<file path="src/rtl/bpsk_tx_scheduler_pkg.sv">
// Shared types and constants for the BPSK transmit frame scheduler.
// Exports: FSM state enum, default word width, default sync word.
package bpsk_tx_scheduler_pkg;

  localparam int WORD_W_DEF = 16;

  localparam logic [15:0] SYNC_WORD_DEF = 16'hA5A5;

  typedef enum logic [1:0] {
    IDLE,
    SEND,
    GAP,
    FETCH
  } sched_state_e;

endpackage

</file>
<file path="src/rtl/bpsk_tx_scheduler_if.sv">
// Word-source bundle between encoder channels and the scheduler.
// master: drives valid/data/last, samples ready. slave: the reverse.
interface bpsk_tx_scheduler_if #(
  parameter int NREQ   = 2,
  parameter int WORD_W = bpsk_tx_scheduler_pkg::WORD_W_DEF
);

  logic [NREQ-1:0]        req_valid;
  logic [NREQ*WORD_W-1:0] req_data;
  logic [NREQ-1:0]        req_last;
  logic [NREQ-1:0]        req_ready;

  modport master (
    output req_valid,
    output req_data,
    output req_last,
    input  req_ready
  );

  modport slave (
    input  req_valid,
    input  req_data,
    input  req_last,
    output req_ready
  );

endinterface

</file>
<file path="src/rtl/bpsk_tx_scheduler_rr_arbiter.sv">
// Combinational round-robin arbiter: req + last_grant -> gnt, gnt_idx.
// Search starts at last_grant+1 and wraps; gnt is one-hot or zero.
module bpsk_tx_scheduler_rr_arbiter
  import bpsk_tx_scheduler_pkg::*;
#(
  parameter int NREQ = 2
) (
  input  logic [NREQ-1:0]         req,
  input  logic [$clog2(NREQ)-1:0] last_grant,
  output logic [NREQ-1:0]         gnt,
  output logic [$clog2(NREQ)-1:0] gnt_idx
);

  localparam int IW = $clog2(NREQ);

  int best_d;
  int d;

  // Pick the requester with the smallest
  // rotated distance past last_grant.
  always_comb begin
    gnt     = '0;
    gnt_idx = '0;
    best_d  = NREQ;
    d       = 0;
    for (int i = 0; i < NREQ; i++) begin
      if (i > int'(last_grant))
        d = i - int'(last_grant) - 1;
      else
        d = i - int'(last_grant) - 1 + NREQ;
      if (req[i] && d < best_d) begin
        best_d  = d;
        gnt     = '0;
        gnt[i]  = 1'b1;
        gnt_idx = IW'(i);
      end
    end
  end

endmodule

</file>
<file path="src/rtl/bpsk_tx_scheduler.sv">
// Frame scheduler: RR-grants a source, sends sync + words to the modulator.
// Ports: clk, reset, req_if (slave), mod_word/mod_start, grant_id, busy, frame_done.
module bpsk_tx_scheduler
  import bpsk_tx_scheduler_pkg::*;
#(
  parameter int NREQ       = 2,
  parameter int WORD_W     = WORD_W_DEF,
  parameter int MOD_CYCLES = 1160,
  parameter int GAP_CYCLES = 4,
  parameter logic [WORD_W-1:0] SYNC_WORD =
    WORD_W'(SYNC_WORD_DEF)
) (
  input  logic                    clk,
  input  logic                    reset,
  bpsk_tx_scheduler_if.slave      req_if,
  output logic [WORD_W-1:0]       mod_word,
  output logic                    mod_start,
  output logic [$clog2(NREQ)-1:0] grant_id,
  output logic                    busy,
  output logic                    frame_done
);

  localparam int GW  = $clog2(NREQ);
  localparam int CW  = $clog2(MOD_CYCLES + 1);
  localparam int GCW = $clog2(GAP_CYCLES + 1);

  localparam logic [CW-1:0]  MOD_LAST =
    CW'(MOD_CYCLES - 1);
  localparam logic [GCW-1:0] GAP_LAST =
    GCW'(GAP_CYCLES - 1);

  sched_state_e    state;
  logic [GW-1:0]   last_grant;
  logic            last_flag;
  logic [CW-1:0]   mod_cnt;
  logic [GCW-1:0]  gap_cnt;

  logic [NREQ-1:0] arb_gnt;
  logic [GW-1:0]   arb_idx;
  logic            req_any;
  logic            xfer;
  logic [NREQ-1:0] ready;

  logic [WORD_W-1:0] words [NREQ];

  for (genvar i = 0; i < NREQ; i++) begin : g_slice
    assign words[i] =
      req_if.req_data[i*WORD_W +: WORD_W];
  end

  bpsk_tx_scheduler_rr_arbiter #(
    .NREQ (NREQ)
  ) u_rr_arbiter (
    .req        (req_if.req_valid),
    .last_grant (last_grant),
    .gnt        (arb_gnt),
    .gnt_idx    (arb_idx)
  );

  assign req_any = |arb_gnt;

  assign xfer = (state == FETCH) &&
                req_if.req_valid[grant_id];

  // Ready is held for the owner through a
  // FETCH stall, so it pulses once per word.
  always_comb begin
    ready = '0;
    if (state == FETCH)
      ready[grant_id] = 1'b1;
  end

  assign req_if.req_ready = ready;

  always_ff @(posedge clk or posedge reset) begin
    if (reset) begin
      state      <= IDLE;
      mod_start  <= 1'b0;
      mod_word   <= '0;
      busy       <= 1'b0;
      frame_done <= 1'b0;
      grant_id   <= '0;
      last_grant <= GW'(NREQ - 1);
      last_flag  <= 1'b0;
      mod_cnt    <= '0;
      gap_cnt    <= '0;
    end else begin
      frame_done <= 1'b0;
      unique case (state)
        IDLE: begin
          if (req_any) begin
            grant_id   <= arb_idx;
            last_grant <= arb_idx;
            mod_word   <= SYNC_WORD;
            last_flag  <= 1'b0;
            mod_start  <= 1'b1;
            busy       <= 1'b1;
            mod_cnt    <= '0;
            state      <= SEND;
          end
        end
        SEND: begin
          if (mod_cnt == MOD_LAST) begin
            mod_start <= 1'b0;
            gap_cnt   <= '0;
            state     <= GAP;
          end else begin
            mod_cnt <= mod_cnt + CW'(1);
          end
        end
        GAP: begin
          if (gap_cnt == GAP_LAST) begin
            if (last_flag) begin
              frame_done <= 1'b1;
              busy       <= 1'b0;
              state      <= IDLE;
            end else begin
              state <= FETCH;
            end
          end else begin
            gap_cnt <= gap_cnt + GCW'(1);
          end
        end
        FETCH: begin
          if (xfer) begin
            mod_word  <= words[grant_id];
            last_flag <= req_if.req_last[grant_id];
            mod_start <= 1'b1;
            mod_cnt   <= '0;
            state     <= SEND;
          end
        end
        default: state <= IDLE;
      endcase
    end
  end

endmodule

</file>
<file path="src/flat_wrapper.sv">
// flat-port wrapper written by rule: the top's interface ports become plain ports
module bpsk_tx_scheduler_flat import bpsk_tx_scheduler_pkg::*;
#(
  parameter int NREQ       = 2,
  parameter int WORD_W     = WORD_W_DEF,
  parameter int MOD_CYCLES = 1160,
  parameter int GAP_CYCLES = 4,
  parameter logic [WORD_W-1:0] SYNC_WORD =
    WORD_W'(SYNC_WORD_DEF)
)
  (clk, reset, mod_word, mod_start, grant_id, busy, frame_done, req_if_req_valid, req_if_req_data, req_if_req_last, req_if_req_ready);
  bpsk_tx_scheduler_if #(.NREQ(NREQ), .WORD_W(WORD_W)) req_if_i ();
  input  logic clk;
  input  logic reset;
  output logic [WORD_W-1:0] mod_word;
  output logic mod_start;
  output logic [$clog2(NREQ)-1:0] grant_id;
  output logic busy;
  output logic frame_done;
  input wire logic [$bits(req_if_i.req_valid)-1:0] req_if_req_valid;
  input wire logic [$bits(req_if_i.req_data)-1:0] req_if_req_data;
  input wire logic [$bits(req_if_i.req_last)-1:0] req_if_req_last;
  output wire logic [$bits(req_if_i.req_ready)-1:0] req_if_req_ready;
  assign req_if_i.req_valid = req_if_req_valid;
  assign req_if_i.req_data = req_if_req_data;
  assign req_if_i.req_last = req_if_req_last;
  assign req_if_req_ready = req_if_i.req_ready;
  bpsk_tx_scheduler #(.NREQ(NREQ), .WORD_W(WORD_W), .MOD_CYCLES(MOD_CYCLES), .GAP_CYCLES(GAP_CYCLES), .SYNC_WORD(SYNC_WORD)) u_core (.clk(clk), .reset(reset), .req_if(req_if_i), .mod_word(mod_word), .mod_start(mod_start), .grant_id(grant_id), .busy(busy), .frame_done(frame_done));
endmodule
</file>
<file path="config.mk">
export PLATFORM = sky130hd
export DESIGN_NAME = bpsk_tx_scheduler_flat
export DESIGN_NICKNAME = d
export VERILOG_FILES = /design/src/rtl/bpsk_tx_scheduler_pkg.sv /design/src/rtl/bpsk_tx_scheduler_if.sv /design/src/rtl/bpsk_tx_scheduler_rr_arbiter.sv /design/src/rtl/bpsk_tx_scheduler.sv /design/src/flat_wrapper.sv
export SDC_FILE = /design/constraint.sdc
export NUM_CORES = 1
export LEC_CHECK = 0
export ABC_AREA = 1
export CAP_MARGIN = 20
export CORE_UTILIZATION = 38
export CTS_CLUSTER_SIZE = 25
export DETAILED_ROUTE_END_ITERATION = 10
export PLACE_DENSITY = 0.68
export SYNTH_ARGS = -nofsm -noshare
export SYNTH_HDL_FRONTEND = slang
export SYNTH_HIERARCHICAL = 1
export SYNTH_SLANG_ARGS = --single-unit
</file>
<file path="constraint.sdc">
create_clock -name clk -period 3.2 [get_ports clk]
set_input_delay 0.64 -clock clk [delete_from_list [all_inputs] [get_ports clk]]
set_output_delay 0.64 -clock clk [all_outputs]
set_load 0.02 [all_outputs]
</file>
==> results.sh, run 1 <==
export IMPL_cpPeakStageDelay_ns=0.64
export IMPL_synth_yosys_seq_area_share_pct=44.4
export IMPL_multi_input_area_um2=1030
export IMPL_synthTopCellsByArea="dfrtp_1, nand2_1, o21ai_2"
export IMPL_synth_mux_area_share_pct=0
export IMPL_cts_repair_resized=0
export IMPL_vias=1851
export IMPL_numCtsBuffers=5
export IMPL_grt_busiest_layer="met2"
export IMPL_core_area_um2=5270
export IMPL_grt_overflow=0
export IMPL_syn_inst=255
export IMPL_synth_ff_type="dfrtp_1"
export IMPL_end_kind="output pin"
export IMPL_tightest_slew_ns=1.05
export IMPL_sw_frac_of_total_pct=43.4
export IMPL_gp_routability_congestion=0.750
export IMPL_synth_fa_ha_area_share_pct=4.09
export IMPL_avgViaCountPerCell=4.81
export IMPL_crit_type="reg2out"
export IMPL_min_to="u_core/mod_word[8]"
export IMPL_synth_compound_area_share_pct=21.0
export IMPL_use_met2_pct=29.9
export IMPL_fin_nets=359
export IMPL_grt_pass1_wl_mm=8.25
export IMPL_synth_area_per_cell_um2=8.41
export IMPL_synth_seq_cells=38
export IMPL_cts_tree="yes"
export IMPL_async_flop_share_pct=100
export IMPL_vdd_drop_max_mv=0.364
export IMPL_startpoint="u_core/state[1]"
export IMPL_hpwl_mm=3.65
export IMPL_stdcell_area_um2=2840
export IMPL_dpl_cell_area_um2=2750
export IMPL_grtUsageMet1_pct=20.9
export IMPL_timing_rr_end="u_core/mod_word[14]"
export IMPL_setup_viol=0
export IMPL_die_area_um2=5940
export IMPL_crit_buf_inv=2
export IMPL_crit_slowest_cell="clkdlybuf4s50_1"
export IMPL_required_ns=2.56
export IMPL_port_buffers=59
export IMPL_synth_commonest_cells="nand2_1, dfrtp_1, inv_1, o21ai_2, nor2_1"
export IMPL_pwr_share_comb_pct=52.1
export IMPL_fin_setup_tns_ns=0
export IMPL_synth_distinct_cells=32
export IMPL_hold_path_class="reg2reg"
export IMPL_hold_viol_final=0
export IMPL_grtUsageTotal_pct=17.7
export IMPL_r2r_cells=7
export IMPL_whs_ns=0.477
export IMPL_post_cts_buffers=0
export IMPL_fill_cells=529
export IMPL_synthSimpleGateAreaFrac_pct=22.8
export IMPL_clk_latency_ns=0.30
export IMPL_min_delay_start="u_core/mod_word[8]"
export IMPL_cp_arrival_ns=2.06
export IMPL_num_rows=26
export IMPL_path_cells="ha_1 -> nand2_2 -> inv_2 -> clkdlybuf4s50_1"
export IMPL_period_needed_ns=2.70
export IMPL_met3_usage_pct=4.17
export IMPL_drv_slew=0
export IMPL_area_delta_synth_final_pct=32.6
export IMPL_hold_buffers=0
export IMPL_die_h_um=77.1
export IMPL_switchingPower_w=0.000948
export IMPL_outcome="finished, final reports clean"
export IMPL_drt_total_wl_mm=4.87
export IMPL_cts_sinks=38
export IMPL_path_delay_family="buffers and inverters"
export IMPL_rsz0062_at_grt="no"
export IMPL_root_buffer="clkbuf_8"
export IMPL_period_share_pct=84.4
export IMPL_clkTransAtPathRegs_ns=0.08
export IMPL_synth_xor_area_share_pct=0
export IMPL_r2r_start="u_core/state[0]"
export IMPL_yosysMostFrequentCell="nand2_1"
export IMPL_yosysTopAreaCell="dfrtp_1"
export IMPL_drive_above_1_share_pct=13.3
export IMPL_antenna_found_initial=0
export IMPL_syn_cell_area_um2=2140
export IMPL_io_pins=60
export IMPL_seqCellArea_um2=952
export IMPL_syn_nets=300
export IMPL_ant_nets=0
export IMPL_slew_headroom_pct=29.5
export IMPL_critical_path_max_fanout=10
export IMPL_cap_violations=0
export IMPL_p_int_w=0.00124
export IMPL_firstDrtPassIters=4
export IMPL_netlist_area_leader_share_pct=43.2
export IMPL_drc_errors=0
export IMPL_p_total_w=0.00218
export IMPL_antenna_cells=0
export IMPL_grt_max_degree=39
export IMPL_die_w_um=77.1
export IMPL_synth_top_family_by_area="simple AND/OR/NAND/NOR gates"
export IMPL_drt_iter0_markers=85
export IMPL_pwr_share_seq_pct=32.2
export IMPL_final_util_pct=53.9
export IMPL_max_freq_mhz=370
export IMPL_clkPwrFrac_pct=15.6
export IMPL_clk_path_buf_depth=2
export IMPL_fin_skew_ns=0.00883
export IMPL_power_density_nw_per_um2=769
export IMPL_p_leak_nw=1.25
export IMPL_synth_edf_count=0
export IMPL_r2r_slack_ns=1.23
export IMPL_htreeDepth=2
export IMPL_start_util_pct=40.7
export IMPL_yosysWarnings=6
export IMPL_start_kind="flip-flop"
export IMPL_grt_pass1_vias=1807
export IMPL_wire_per_inst_um=12.7
export IMPL_hold_depth=2
[cell usage in the layout (no fill, tap or decap), drive strengths merged, types with 3 or more instances in the layout]
cell type | Yosys | final
nand2 | 77 | 77
clkbuf | 0 | 7
nand3 | 12 | 12
or2 | 4 | 4
nor2 | 18 | 18
o22ai | 8 | 8
inv | 23 | 23
nand4 | 3 | 3
a21oi | 6 | 6
a22oi | 9 | 9
dfrtp | 37 | 37
ha | 7 | 7
clkdlybuf4s50 | 0 | 59
o21ai | 36 | 36
[worst max path at each step]
stage	end	cells past startpoint
after floorplan	u_core/mod_cnt[2]	10
after global placement	u_core/mod_word[7]	9
after detailed placement	u_core/mod_cnt[6]	8
after CTS	req_if_req_ready[1]	4
after global routing	req_if_req_ready[1]	4
final	req_if_req_ready[1]	4
[final cells by class]
type                            count  area share, %
Clock buffer                        7           3.04
Clock inverter                      1          0.176
Inverter                           23           3.04
Multi-Input combinational cell    186           36.1
Sequential cell                    38           33.5
Tap cell                           70           3.08
Timing Repair Buffer               60           21.0
[kinds of logic (layout without fill, tap and decap cells)]
kind of cell	Yosys count	in the layout
and+or+nand+nor	115	115
DFF	38	38
AOI/OAI and AO/OA	64	64
buffers and inverters	31	91
adders and majority gates	7	7
[power groups by stage]
stage | clock network (W) | logic, W | registers [W]
detailed placement | 0 | 0.00115 | 0.000713
global route | 0.000371 | 0.00125 | 0.000723
CTS | 0.000355 | 0.00115 | 0.000706
global placement | 0 | 0.00112 | 0.000712
floorplan | 0 | 0.000769 | 0.000816
finish | 0.000342 | 0.00114 | 0.000704
[tightest hold or removal path, stage by stage, from the launching register on]
cell and delay, ns:
dfrtp_1 0.34, nand2_1 0.06, o21ai_2 0.05
[stage by stage]
step	setup slack (ns)	std cells
floorplan	1.40	255
finish	0.500	385
global route	0.360	385
detailed placement	0.615	377
global placement	0.692	377
CTS	0.474	385
[registers in the layout (all words and copies together), names as in the netlist]
name and cells:
u_core/busy 1, u_core/frame_done 1, u_core/gap_cnt 3, u_core/grant_id 1, u_core/last_flag 1, u_core/last_grant 1, u_core/mod_cnt 11, u_core/mod_start 1
u_core/mod_word 16, u_core/state 2
[routing by layer]
layer	share of wire [%]	wire, um	up-vias
met5	0	0	-
met1	46	2260	843
met2	48	2350	27
met3	3.3	159	10
met4	2.1	101	0
li1	-	-	971
(Power assumes the default switching activity.)
==> inputs of run 2 (changes only) <==
- clock period: 3.2 -> 2.75 ns (I/O delays scaled with it)
==> run 2 against run 1 <==
Compared with the run above:
- cell area stayed put
- global-route usage is 0.70 points lower
- routed wire length is 1.8% lower
- sequential share of layout area stayed put
- via count is 0.27% higher
- die area stayed put
- clock power is 15% higher
- first-iteration DRC count is 54% higher
- critical path depth stayed put
- sequential power is 16% higher
- highest routed layer unchanged
==> results.sh, run 2 (same netlist as run 1, synthesis figures left out) <==
export IMPL_num_rows=26
export IMPL_critical_path_max_fanout=10
export IMPL_crit_type="reg2out"
export IMPL_drive_above_1_share_pct=13.3
export IMPL_hold_viol_final=0
export IMPL_required_ns=2.20
export IMPL_hold_path_class="reg2reg"
export IMPL_grt_pass1_wl_mm=7.83
export IMPL_wire_per_inst_um=12.4
export IMPL_drt_iter0_markers=131
export IMPL_reg_top3="u_core/mod_word: 16 flops, u_core/mod_cnt: 11 flops, u_core/gap_cnt: 3 flops"
export IMPL_regMostFlops="u_core/mod_word"
export IMPL_fin_ws_ns=0.141
export IMPL_layout_common_cells="nand2_1, clkdlybuf4s50_1, dfrtp_1, inv_1, o21ai_2"
export IMPL_htreeDepth=2
export IMPL_root_buffer="clkbuf_8"
export IMPL_area_delta_synth_final_pct=32.6
export IMPL_dp_cells=377
export IMPL_clkTransAtPathRegs_ns=0.08
export IMPL_drc_errors=0
export IMPL_io_pins=60
export IMPL_p_leak_nw=1.25
export IMPL_firstDrtPassIters=4
export IMPL_antenna_found_initial=0
export IMPL_cap_violations=0
export IMPL_preCtsSetupSlack_ns=0.244
export IMPL_numCtsBuffers=5
export IMPL_hpwl_mm=3.59
export IMPL_start_util_pct=40.7
export IMPL_fin_nets=359
export IMPL_setup_viol=0
export IMPL_gp_routability_congestion=0.750
export IMPL_post_cts_buffers=0
export IMPL_outcome="finished, final reports clean"
export IMPL_clk_latency_ns=0.29
export IMPL_rsz0062_at_grt="no"
export IMPL_max_freq_mhz=383
export IMPL_slew_headroom_pct=30.6
export IMPL_cp_arrival_ns=2.06
export IMPL_port_buffers=59
export IMPL_die_h_um=77.1
export IMPL_grt_pass1_vias=1690
export IMPL_grt_max_degree=39
export IMPL_cts_sinks=38
export IMPL_avgViaCountPerCell=4.82
export IMPL_ant_nets=0
export IMPL_power_density_nw_per_um2=894
export IMPL_largest_reg_flops=16
export IMPL_drt_total_wl_mm=4.78
export IMPL_die_w_um=77.1
export IMPL_fin_cells=385
export IMPL_period_share_pct=94.9
export IMPL_final_util_pct=53.9
export IMPL_tightest_slew_ns=1.04
export IMPL_drv_slew=0
export IMPL_cts_tree="yes"
export IMPL_period_needed_ns=2.61
export IMPL_hold_buffers=0
export IMPL_grt_overflow=0
export IMPL_core_area_um2=5270
export IMPL_final_common_cell="nand2_1"
export IMPL_fin_skew_ns=0.00739
export IMPL_vias=1856
export IMPL_grtUsageTotal_pct=17.0
export IMPL_start_kind="flip-flop"
export IMPL_cts_repair_resized=0
export IMPL_die_area_um2=5940
export IMPL_end_kind="output pin"
export IMPL_antenna_cells=0
export IMPL_clk_path_buf_depth=2
export IMPL_vdd_drop_max_mv=0.491
export IMPL_fin_setup_tns_ns=0
## run 2: layer usage
layer / vias up / track usage, % / wire length, um
met4: 0 / 6.98 / 112
met3: 9 / 5.00 / 179
met1: 856 / 20.5 / 2220
met2: 28 / 28.3 / 2270
li1: 963 / - / -
met5: - / 0 / 0
## run 2: worst max-delay path, cell delays in order (launching register included)
cell,delay (ns)
dfrtp_1,0.40
ha_1,0.31
nand2_2,0.22
inv_2,0.20
clkdlybuf4s50_1,0.63
## run 2: power breakdown
group          internal (W)  switching, W  leakage (nW)
clock network      0.000202      0.000191        0.0482
logic              0.000516      0.000810         0.713
registers          0.000721     0.0000987         0.489
## run 2: path summary, 6_finish.rpt
| kind | from | end | slack, ns | cells after the start |
|---|---|---|---|---|
| worst max-delay path | u_core/state[0] | req_if_req_ready[0] | 0.14 | 4 |
| worst min-delay path | u_core/mod_word[0] | u_core/mod_word[0] | 0.48 | 2 |
| worst max register to register | u_core/state[0] | u_core/mod_cnt[6] | 0.76 | 6 |
| worst min register to register | u_core/mod_word[0] | u_core/mod_word[0] | 0.48 | 2 |
| max in group asynchronous | reset | u_core/last_grant | 1.72 | 3 |
| min in group asynchronous | reset | u_core/mod_word[4] | 0.67 | 3 |
## run 2: cell type report
class / instances / area, um2
Clock buffer: 7 / 86.3
Clock inverter: 1 / 5.00
Fill cell: 507 / 2430
Inverter: 23 / 86.3
Multi-Input combinational cell: 186 / 1030
Sequential cell: 38 / 952
Tap cell: 70 / 87.6
Timing Repair Buffer: 60 / 598
## run 2: metrics by stage
step / hold WS (ns) / power, W / area [um2]
2_1_floorplan: 0.453 / 0.00184 / 2140
3_3_place_gp: 0.464 / 0.00213 / 2750
3_5_place_dp: 0.466 / 0.00216 / 2750
4_1_cts: 0.485 / 0.00257 / 2840
5_1_grt: 0.499 / 0.00273 / 2840
6_report: 0.483 / 0.00254 / 2840
==> inputs of run 3 (changes only) <==
- HOLD_SLACK_MARGIN: not set -> 0.03
- REMOVE_ABC_BUFFERS: not set -> 1
==> run 3 against run 2 <==
Compared with the run above:
- setup slack improved by 0.021 ns
- cell area is 0.66% higher
- flip-flop and latch count unchanged
- clock skew is essentially flat
- worst hold slack better by 0.0044 ns
- fmax grew 0.81%
- cell count unchanged
- register-to-register slack about the same
- count of clock-buffer cells in the layout up 1
- die area unchanged
- largest cell class unchanged
- largest power group unchanged
- highest routed layer unchanged
==> results.sh, run 3 (same netlist as run 1, synthesis figures left out) <==
export IMPL_layout_common_cells="nand2_1, clkdlybuf4s50_1, dfrtp_1, inv_1, o21ai_2"
export IMPL_crit_type="reg2out"
export IMPL_timing_rr_end="u_core/mod_cnt[3]"
export IMPL_startpoint="u_core/state[1]"
export IMPL_drt_iter0_markers=124
export IMPL_clkTransAtPathRegs_ns=0.07
export IMPL_power_density_nw_per_um2=901
export IMPL_cts_sinks=38
export IMPL_drv_slew=0
export IMPL_regMostFlops="u_core/mod_word"
export IMPL_grt_pass1_wl_mm=8.12
export IMPL_start_util_pct=40.7
export IMPL_cts_tree="yes"
export IMPL_p_total_w=0.00258
export IMPL_root_buffer="clkbuf_8"
export IMPL_max_freq_mhz=386
export IMPL_antenna_found_initial=0
export IMPL_required_ns=2.20
export IMPL_hold_path_class="reg2reg"
export IMPL_start_kind="flip-flop"
export IMPL_grt_max_degree=39
export IMPL_outcome="finished, final reports clean"
export IMPL_drive_above_1_share_pct=13.7
export IMPL_num_rows=26
export IMPL_drt_total_wl_mm=4.54
export IMPL_die_area_um2=5940
export IMPL_fin_skew_ns=0.00702
export IMPL_core_area_um2=5270
export IMPL_fin_nets=359
export IMPL_grt_overflow=0
export IMPL_firstDrtPassIters=4
export IMPL_post_cts_buffers=0
export IMPL_reg_top3="u_core/mod_word: 16 flops, u_core/mod_cnt: 11 flops, u_core/gap_cnt: 3 flops"
export IMPL_r2r_slack_ns=0.76
export IMPL_antenna_cells=0
export IMPL_avgViaCountPerCell=4.88
export IMPL_hpwl_mm=3.27
export IMPL_clk_latency_ns=0.29
export IMPL_hold_viol_final=0
export IMPL_grtUsageTotal_pct=16.8
export IMPL_r2r_start="u_core/state[1]"
export IMPL_clk_path_buf_depth=2
export IMPL_area_delta_synth_final_pct=33.4
export IMPL_wire_per_inst_um=11.8
export IMPL_port_buffers=59
export IMPL_preCtsSetupSlack_ns=0.249
export IMPL_fin_ws_ns=0.162
export IMPL_cap_violations=0
export IMPL_tightest_slew_ns=1.03
export IMPL_fin_setup_tns_ns=0
export IMPL_htreeDepth=2
export IMPL_drc_errors=0
export IMPL_grt_pass1_vias=1916
export IMPL_end_kind="output pin"
export IMPL_final_common_cell="nand2_1"
export IMPL_gp_routability_congestion=0.768
export IMPL_vdd_drop_max_mv=0.416
export IMPL_slew_headroom_pct=31.1
export IMPL_cts_repair_resized=0
export IMPL_hold_depth=2
export IMPL_hold_buffers=0
export IMPL_period_needed_ns=2.59
export IMPL_die_w_um=77.1
export IMPL_p_leak_nw=1.26
export IMPL_io_pins=60
export IMPL_die_h_um=77.1
export IMPL_critical_path_max_fanout=10
export IMPL_rsz0062_at_grt="no"
export IMPL_cp_arrival_ns=2.04
export IMPL_numCtsBuffers=5
export IMPL_min_delay_start="u_core/mod_word[4]"
export IMPL_ant_nets=0
export IMPL_vias=1878
export IMPL_r2r_cells=6
export IMPL_largest_reg_flops=16
export IMPL_setup_viol=0
export IMPL_period_share_pct=94.1
export IMPL_endpoint="req_if_req_ready[1]"
==> run 3: layout make-up <==
class,instances,area [um2]
clock buffers,8,110
fillers,523,2410
inverters,23,86.3
multi-input cells,186,1030
flip-flops and latches,38,952
well taps,70,87.6
repair buffers,60,598
==> run 3: power breakdown <==
group,switching [W],internal [W]
clock,0.000188,0.000253
sequential,0.000102,0.000722
combinational,0.000798,0.000515
==> run 3: worst max-delay path, cell delays in order, from the launching register on <==
cell	delay [ns]
dfrtp_1	0.40
ha_1	0.30
nand2_2	0.21
inv_2	0.21
clkdlybuf4s50_1	0.64
==> run 3: metal layers <==
metal  wire length [um]  track usage (%)
met4                 55             5.09
met1               2090             20.1
met5                  0                0
met2               2130             28.9
met3                266             5.12
==> run 3: worst min path at each step <==
stage | endpoint | slack (ns)
floorplan | u_core/gap_cnt[2] | 0.45
global placement | u_core/mod_word[1] | 0.46
detailed placement | u_core/mod_word[4] | 0.47
CTS | u_core/mod_word[4] | 0.49
global route | u_core/mod_word[8] | 0.51
finish | u_core/mod_word[4] | 0.49
==> run 3: stage by stage <==
| stage | hold slack, ns | instance area [um2] | utilization (%) | instances |
|---|---|---|---|---|
| 2_1_floorplan | 0.453 | 2060 | - | 247 |
| 5_1_grt | 0.512 | 2860 | 54.3 | 385 |
| 4_1_cts | 0.488 | 2860 | 54.3 | 385 |
| 3_3_place_gp | 0.465 | 2750 | 52.2 | 377 |
| 3_5_place_dp | 0.469 | 2750 | 52.2 | 377 |
| 6_report | 0.487 | 2860 | 54.3 | 385 |
